<file path="src/rtl/branch_resolver.sv">
// Execute-side branch resolver: an in-order queue of pending branches that
// captures CDB operands by tag and reports the head's real outcome.
module branch_resolver #(
  parameter int DEPTH  = 4,
  parameter int RSID_W = 4
) (
  input  logic              clk,
  input  logic              rst,
  input  logic              flush,
  input  logic              in_valid,
  output logic              in_ready,
  input  logic [31:0]       in_pc,
  input  logic [2:0]        in_cond,
  input  logic              in_op1_is_rsid,
  input  logic              in_op2_is_rsid,
  input  logic [31:0]       in_op1,
  input  logic [31:0]       in_op2,
  input  logic [31:0]       in_target,
  input  logic              in_pred_taken,
  input  logic [31:0]       in_pred_target,
  input  logic              cdb_valid,
  input  logic [RSID_W-1:0] cdb_rsid,
  input  logic [31:0]       cdb_data,
  output logic              out_valid,
  input  logic              out_ready,
  output logic [31:0]       out_pc,
  output logic              out_taken,
  output logic [31:0]       out_target,
  output logic              out_mispredict
);
  localparam int PTR_W = $clog2(DEPTH);
  localparam int CNT_W = PTR_W + 1;

  localparam logic [2:0] C_JR   = 3'd0;
  localparam logic [2:0] C_BEQ  = 3'd1;
  localparam logic [2:0] C_BNE  = 3'd2;
  localparam logic [2:0] C_BGTZ = 3'd3;
  localparam logic [2:0] C_BLEZ = 3'd4;
  localparam logic [2:0] C_BLTZ = 3'd5;
  localparam logic [2:0] C_BGEZ = 3'd6;

  function automatic logic resolve_taken(input logic [2:0] cond,
                                         input logic signed [31:0] a,
                                         input logic signed [31:0] b);
    logic a_zero;
    a_zero = (a == 32'sd0);
    case (cond)
      C_JR:    resolve_taken = 1'b1;
      C_BEQ:   resolve_taken = (a == b);
      C_BNE:   resolve_taken = (a != b);
      C_BGTZ:  resolve_taken = !a[31] && !a_zero;
      C_BLEZ:  resolve_taken = a[31] || a_zero;
      C_BLTZ:  resolve_taken = a[31];
      C_BGEZ:  resolve_taken = !a[31];
      default: resolve_taken = 1'b0;
    endcase
  endfunction

  logic [PTR_W-1:0] head_q, head_d, tail_q, tail_d;
  logic [CNT_W-1:0] count_q, count_d;
  logic [DEPTH-1:0] op1_rsid_q, op1_rsid_d, op2_rsid_q, op2_rsid_d;

  logic [31:0] pc_q   [DEPTH];
  logic [2:0]  cond_q [DEPTH];
  logic [31:0] op1_q  [DEPTH];
  logic [31:0] op2_q  [DEPTH];
  logic [31:0] op1_d  [DEPTH];
  logic [31:0] op2_d  [DEPTH];
  logic [31:0] tgt_q  [DEPTH];
  logic        pt_q   [DEPTH];
  logic [31:0] ptgt_q [DEPTH];

  logic enq, deq, byp1, byp2;
  logic h_ready, h_taken, h_mis;
  logic [31:0] h_target;
  logic [2:0]  h_cond;

  assign in_ready = !rst && !flush && (count_q < CNT_W'(DEPTH));
  assign enq      = in_valid && in_ready;
  assign deq      = out_valid && out_ready;
  assign byp1     = cdb_valid && in_op1_is_rsid && (in_op1[RSID_W-1:0] == cdb_rsid);
  assign byp2     = cdb_valid && in_op2_is_rsid && (in_op2[RSID_W-1:0] == cdb_rsid);

  // Head resolution: op2 only gates readiness for the two-operand compares.
  always_comb begin
    h_cond   = cond_q[head_q];
    h_ready  = !op1_rsid_q[head_q] &&
               (!((h_cond == C_BEQ) || (h_cond == C_BNE)) || !op2_rsid_q[head_q]);
    h_taken  = resolve_taken(h_cond, op1_q[head_q], op2_q[head_q]);
    if (h_cond == C_JR)
      h_target = op1_q[head_q];
    else if (h_taken)
      h_target = tgt_q[head_q];
    else
      h_target = pc_q[head_q] + 32'd8;
    h_mis = (pt_q[head_q] != h_taken) || (h_taken && (ptgt_q[head_q] != h_target));

    out_valid      = (count_q != '0) && h_ready && !flush;
    out_pc         = out_valid ? pc_q[head_q] : 32'd0;
    out_taken      = out_valid && h_taken;
    out_target     = out_valid ? h_target : 32'd0;
    out_mispredict = out_valid && h_mis;
  end

  // Operand capture: the enqueue slot takes the incoming operand (with
  // same-cycle CDB bypass); every other slot snoops the CDB for its tags.
  always_comb begin
    for (int i = 0; i < DEPTH; i++) begin
      op1_d[i]      = op1_q[i];
      op2_d[i]      = op2_q[i];
      op1_rsid_d[i] = op1_rsid_q[i];
      op2_rsid_d[i] = op2_rsid_q[i];
      if (!flush) begin
        if (enq && (tail_q == PTR_W'(i))) begin
          op1_d[i]      = byp1 ? cdb_data : in_op1;
          op2_d[i]      = byp2 ? cdb_data : in_op2;
          op1_rsid_d[i] = in_op1_is_rsid && !byp1;
          op2_rsid_d[i] = in_op2_is_rsid && !byp2;
        end else if (cdb_valid) begin
          if (op1_rsid_q[i] && (op1_q[i][RSID_W-1:0] == cdb_rsid)) begin
            op1_d[i]      = cdb_data;
            op1_rsid_d[i] = 1'b0;
          end
          if (op2_rsid_q[i] && (op2_q[i][RSID_W-1:0] == cdb_rsid)) begin
            op2_d[i]      = cdb_data;
            op2_rsid_d[i] = 1'b0;
          end
        end
      end
    end
  end

  always_comb begin
    head_d  = head_q;
    tail_d  = tail_q;
    count_d = count_q;
    if (flush) begin
      head_d  = '0;
      tail_d  = '0;
      count_d = '0;
    end else begin
      if (enq) tail_d = tail_q + PTR_W'(1);
      if (deq) head_d = head_q + PTR_W'(1);
      case ({enq, deq})
        2'b10:   count_d = count_q + CNT_W'(1);
        2'b01:   count_d = count_q - CNT_W'(1);
        default: count_d = count_q;
      endcase
    end
  end

  always_ff @(posedge clk or posedge rst) begin
    if (rst) begin
      head_q     <= '0;
      tail_q     <= '0;
      count_q    <= '0;
      op1_rsid_q <= '0;
      op2_rsid_q <= '0;
    end else begin
      head_q     <= head_d;
      tail_q     <= tail_d;
      count_q    <= count_d;
      op1_rsid_q <= op1_rsid_d;
      op2_rsid_q <= op2_rsid_d;
    end
  end

  // Payload storage carries no reset; slot occupancy is tracked by count.
  always_ff @(posedge clk) begin
    op1_q <= op1_d;
    op2_q <= op2_d;
    if (enq) begin
      pc_q[tail_q]   <= in_pc;
      cond_q[tail_q] <= in_cond;
      tgt_q[tail_q]  <= in_target;
      pt_q[tail_q]   <= in_pred_taken;
      ptgt_q[tail_q] <= in_pred_target;
    end
  end
endmodule

</file>
<file path="config.mk">
export PLATFORM = sky130hd
export DESIGN_NAME = branch_resolver
export DESIGN_NICKNAME = d
export VERILOG_FILES = /design/src/rtl/branch_resolver.sv
export SDC_FILE = /design/constraint.sdc
export NUM_CORES = 1
export LEC_CHECK = 0
export BUFFER_PORTS_ARGS = -buffer_cell sky130_fd_sc_hd__buf_2
export CAP_MARGIN = 20
export CORE_MARGIN = 3
export CORE_UTILIZATION = 25
export DETAILED_ROUTE_END_ITERATION = 16
export PLACE_DENSITY = 0.41
export SETUP_SLACK_MARGIN = 0.4
export SLEW_MARGIN = 5
export SYNTH_ARGS = -nofsm -noshare
export SYNTH_HDL_FRONTEND = slang
export SYNTH_SLANG_ARGS = --single-unit
</file>
<file path="constraint.sdc">
create_clock -name clk -period 4.2 [get_ports clk]
set_input_delay 0.84 -clock clk [delete_from_list [all_inputs] [get_ports clk]]
set_output_delay 0.84 -clock clk [all_outputs]
set_load 0.03 [all_outputs]
</file>
==> out/qor.txt <==
Initial antenna violation count -> 31
Clock sinks -> 671
Asr flop ratio synth -> 0.02235
Post-Synthesis Cells -> 1779
Worst slack, placed -> -1.313 ns
Type of origin of the critical path -> flop
Area Overhead vs Synth -> 35.00%
Routability-driven placement congestion ratio -> 0.8860
Setup violations, final -> 67
Global-route wire length before repair -> 157.7 mm
Final wirelength -> 112.7 mm
Req. time, crit path -> 3.36 ns
Area of the multi-input gates -> 11670 um^2
Fmax -> 167.9 MHz
Setup_tns -> -56.49 ns
Unrepaired setup endpoints after global routing -> yes
FILL cells -> 11.91k
Leakage -> 14.17 nW
Cell Count Post-Placement -> 3898
Num CTS Buffers -> 80
Clock latency on the worst-skew pair -> 0.65 ns
Largest area contributor in the synthesized netlist -> edfxtp_1
Drt drc -> 0
Yosys cell types -> 59
Fin crit share -> 1.418
Final ANT Viol Nets -> 0
Drt wl/cell -> 27.30 um
Number of vias per cell -> 4.671
EDFF count, synth -> 656
Via count -> 19.28k
Chip Height -> 358.6 um
Nets -> 2644
Most frequent cell after synthesis -> edfxtp_1
Hold Fails Final Rpt -> 0
Slew Limit Headroom -> 0.4823
Setup ws final -> -1.755 ns
I/O Pins -> 276
Share of the synthesized area in the top cell type -> 0.6336
1st-iter DRT viols -> 1481
Max Cap Viol -> 0
Die area -> 128600 um^2
#FFs+latches synth -> 671
Netlist Area Pre-Place -> 31090 um^2
Die width -> 358.6 um
Vias in the first global route -> 20.44k
Seq/Total Area, Yosys -> 0.6457
Status -> finished with violations
Mean Syn Cell Area -> 17.48 um^2
Initial Util -> 0.2534
Synth warn -> 0
PD cells -> 396.9 nW/um^2
Cell Rows -> 128
Worst Max-Slew Pin Slew -> 0.7765 ns
CP arrival -> 5.11 ns
Commonest cells post-synth -> edfxtp_1 (656), mux2_2 (261), mux4_2 (165)
Prevailing post-synth register cell -> edfxtp_1
CTS tree -> built
H-tree depth -> 3
DP HPWL -> 77.23 mm
GR Overflow Total -> 0
Tmin final -> 5.955 ns
Max Root-Sink Buffers -> 3
Final std cells w/o fill -> 4127
First-pass DRT Iterations -> 5
Clock transition at path regs -> 0.06 ns
Mapped Nets -> 1993
Largest cells by area after synthesis -> edfxtp_1 (63%), mux4_2 (12%), mux2_2 (9.5%)
Port Buffers -> 275
Crit path max fanout -> 7
Clk_skew -> 0.02036 ns
Root Buffer -> clkbuf_16
Gr usage total -> 0.1741
Peak supply drop -> 0.0002622 V
Crit. End Element -> output pin
Largest net degree at the start of global routing -> 101
Register area -> 20080 um^2
Hold Path Class -> input pin to asynchronous set/reset pin
Failing checks -> negative setup slack
WS Path Type -> flop to output pin
Slew Viols, Final -> 0
Total core area -> 122700 um^2
Share of layout cells above drive strength 1 -> 0.5508
[cells by family after synthesis]
| logic type | synth area share |
|---|---|
| flip-flops | 0.6457 |
| XOR/XNOR | 0.04057 |
| buffers and inverters | 0.01940 |
| multiplexers | 0.2233 |
| adder cells (fa/ha/maj) | 0.002656 |
| AND/OR/NAND/NOR | 0.04809 |
| AO/OA/AOI/OAI | 0.02032 |
[flip-flops by register name (all words and copies together), names as in the netlist]
signal	count
tail_q	2
pc_q	128
tgt_q	128
ptgt_q	128
op1_rsid_q	4
head_q	2
op2_rsid_q	4
count_q	3
cond_q	12
pt_q	4
op1_q	128
op2_q	128
[placed cells by master (no fill, tap or decap), types with 23 or more instances in the layout]
cell       Yosys  layout
buf_2         13     217
mux2_2       261     260
buf_6         11      94
nand2_1       51      43
nor2b_4        0      23
nor2_1        77      39
nand4_1       27      27
nor2_4         0      32
inv_1         30      25
clkbuf_16      0      81
buf_4         11     288
xor2_1       100      92
clkbuf_1      48      23
mux4_2       165     165
xnor2_1       44      43
buf_12         1      42
edfxtp_1     656     656
[routing by layer]
metal  vias up  global-route usage  routed length, um
met4        18             0.04394               2675
met5         -                   0                120
met2       543              0.2955              55840
met1     10090              0.2264              47980
met3       177             0.03627               6051
li1       8449                   -                  -
[worst max-delay path: stages, from the launching register on]
cell	delay, ns
dfrtp_4	0.55
buf_12	0.16
buf_16	0.13
mux4_2	0.48
xor2_4	0.22
nor4_4	0.32
buf_4	0.17
nand4_1	0.15
or4_4	0.59
nand3_4	0.18
buf_12	0.16
buf_4	0.13
mux2i_4	0.25
o2bb2a_1	0.19
o2111ai_2	0.13
a221oi_2	0.32
a31oi_4	0.16
buf_6	0.17
[report_power, final]
group / switching, mW / internal, mW / leakage, nW
logic: 1.37 / 1.25 / 6.87
clock network: 2.76 / 3.76 / 1.18
registers: 0.0422 / 7.48 / 6.12
total: 4.17 / 12.5 / 14.2
[final timing paths]
check,startpoint,endpoint,slack [ns],cells past startpoint
max in group asynchronous,rst,head_q[0]$_DFFE_PP0P_,3.32,2
setup / recovery,head_q[0]$_DFFE_PP0P_,out_mispredict,-1.75,17
min in group clk,in_pc[6],pc_q[2][6]$_DFFE_PP_,0.41,1
setup reg to reg,head_q[0]$_DFFE_PP0P_,count_q[2]$_DFFE_PP0P_,0.40,20
hold reg to reg,op1_rsid_q[2]$_DFFE_PP0P_,op1_rsid_q[2]$_DFFE_PP0P_,0.54,2
hold / removal,rst,head_q[1]$_DFFE_PP0P_,0.34,2
[what timing repair did]
item,CTS,global route
gates resized for setup,229,64
buffers inserted,54,9
setup endpoints to repair,68,69
hold buffers,0,0
cloned,12,0
pin swaps,27,28
[final cells by class]
cell class	count	share of cell area
Tap cell	1625	0.04844
Timing Repair Buffer	658	0.1333
Clock buffer	105	0.05068
Inverter	30	0.003041
Sequential cell	671	0.4785
Multi-Input combinational cell	989	0.2782
Antenna cell	13	0.0007751
Clock inverter	36	0.007184
[metrics by stage]
step                hold WS (ns)  instance area [um^2]    util  power (mW)
floorplan                 0.4841                 31770       -       8.836
global placement          0.5097                 37370  0.3046       9.854
detailed placement        0.5256                 37370  0.3046       9.866
CTS                       0.3087                 41540  0.3386       16.82
global route              0.3460                 41950  0.3419       17.29
finish                    0.3425                 41970  0.3421       16.66
No activity file was read; power rests on OpenSTA's default activity.
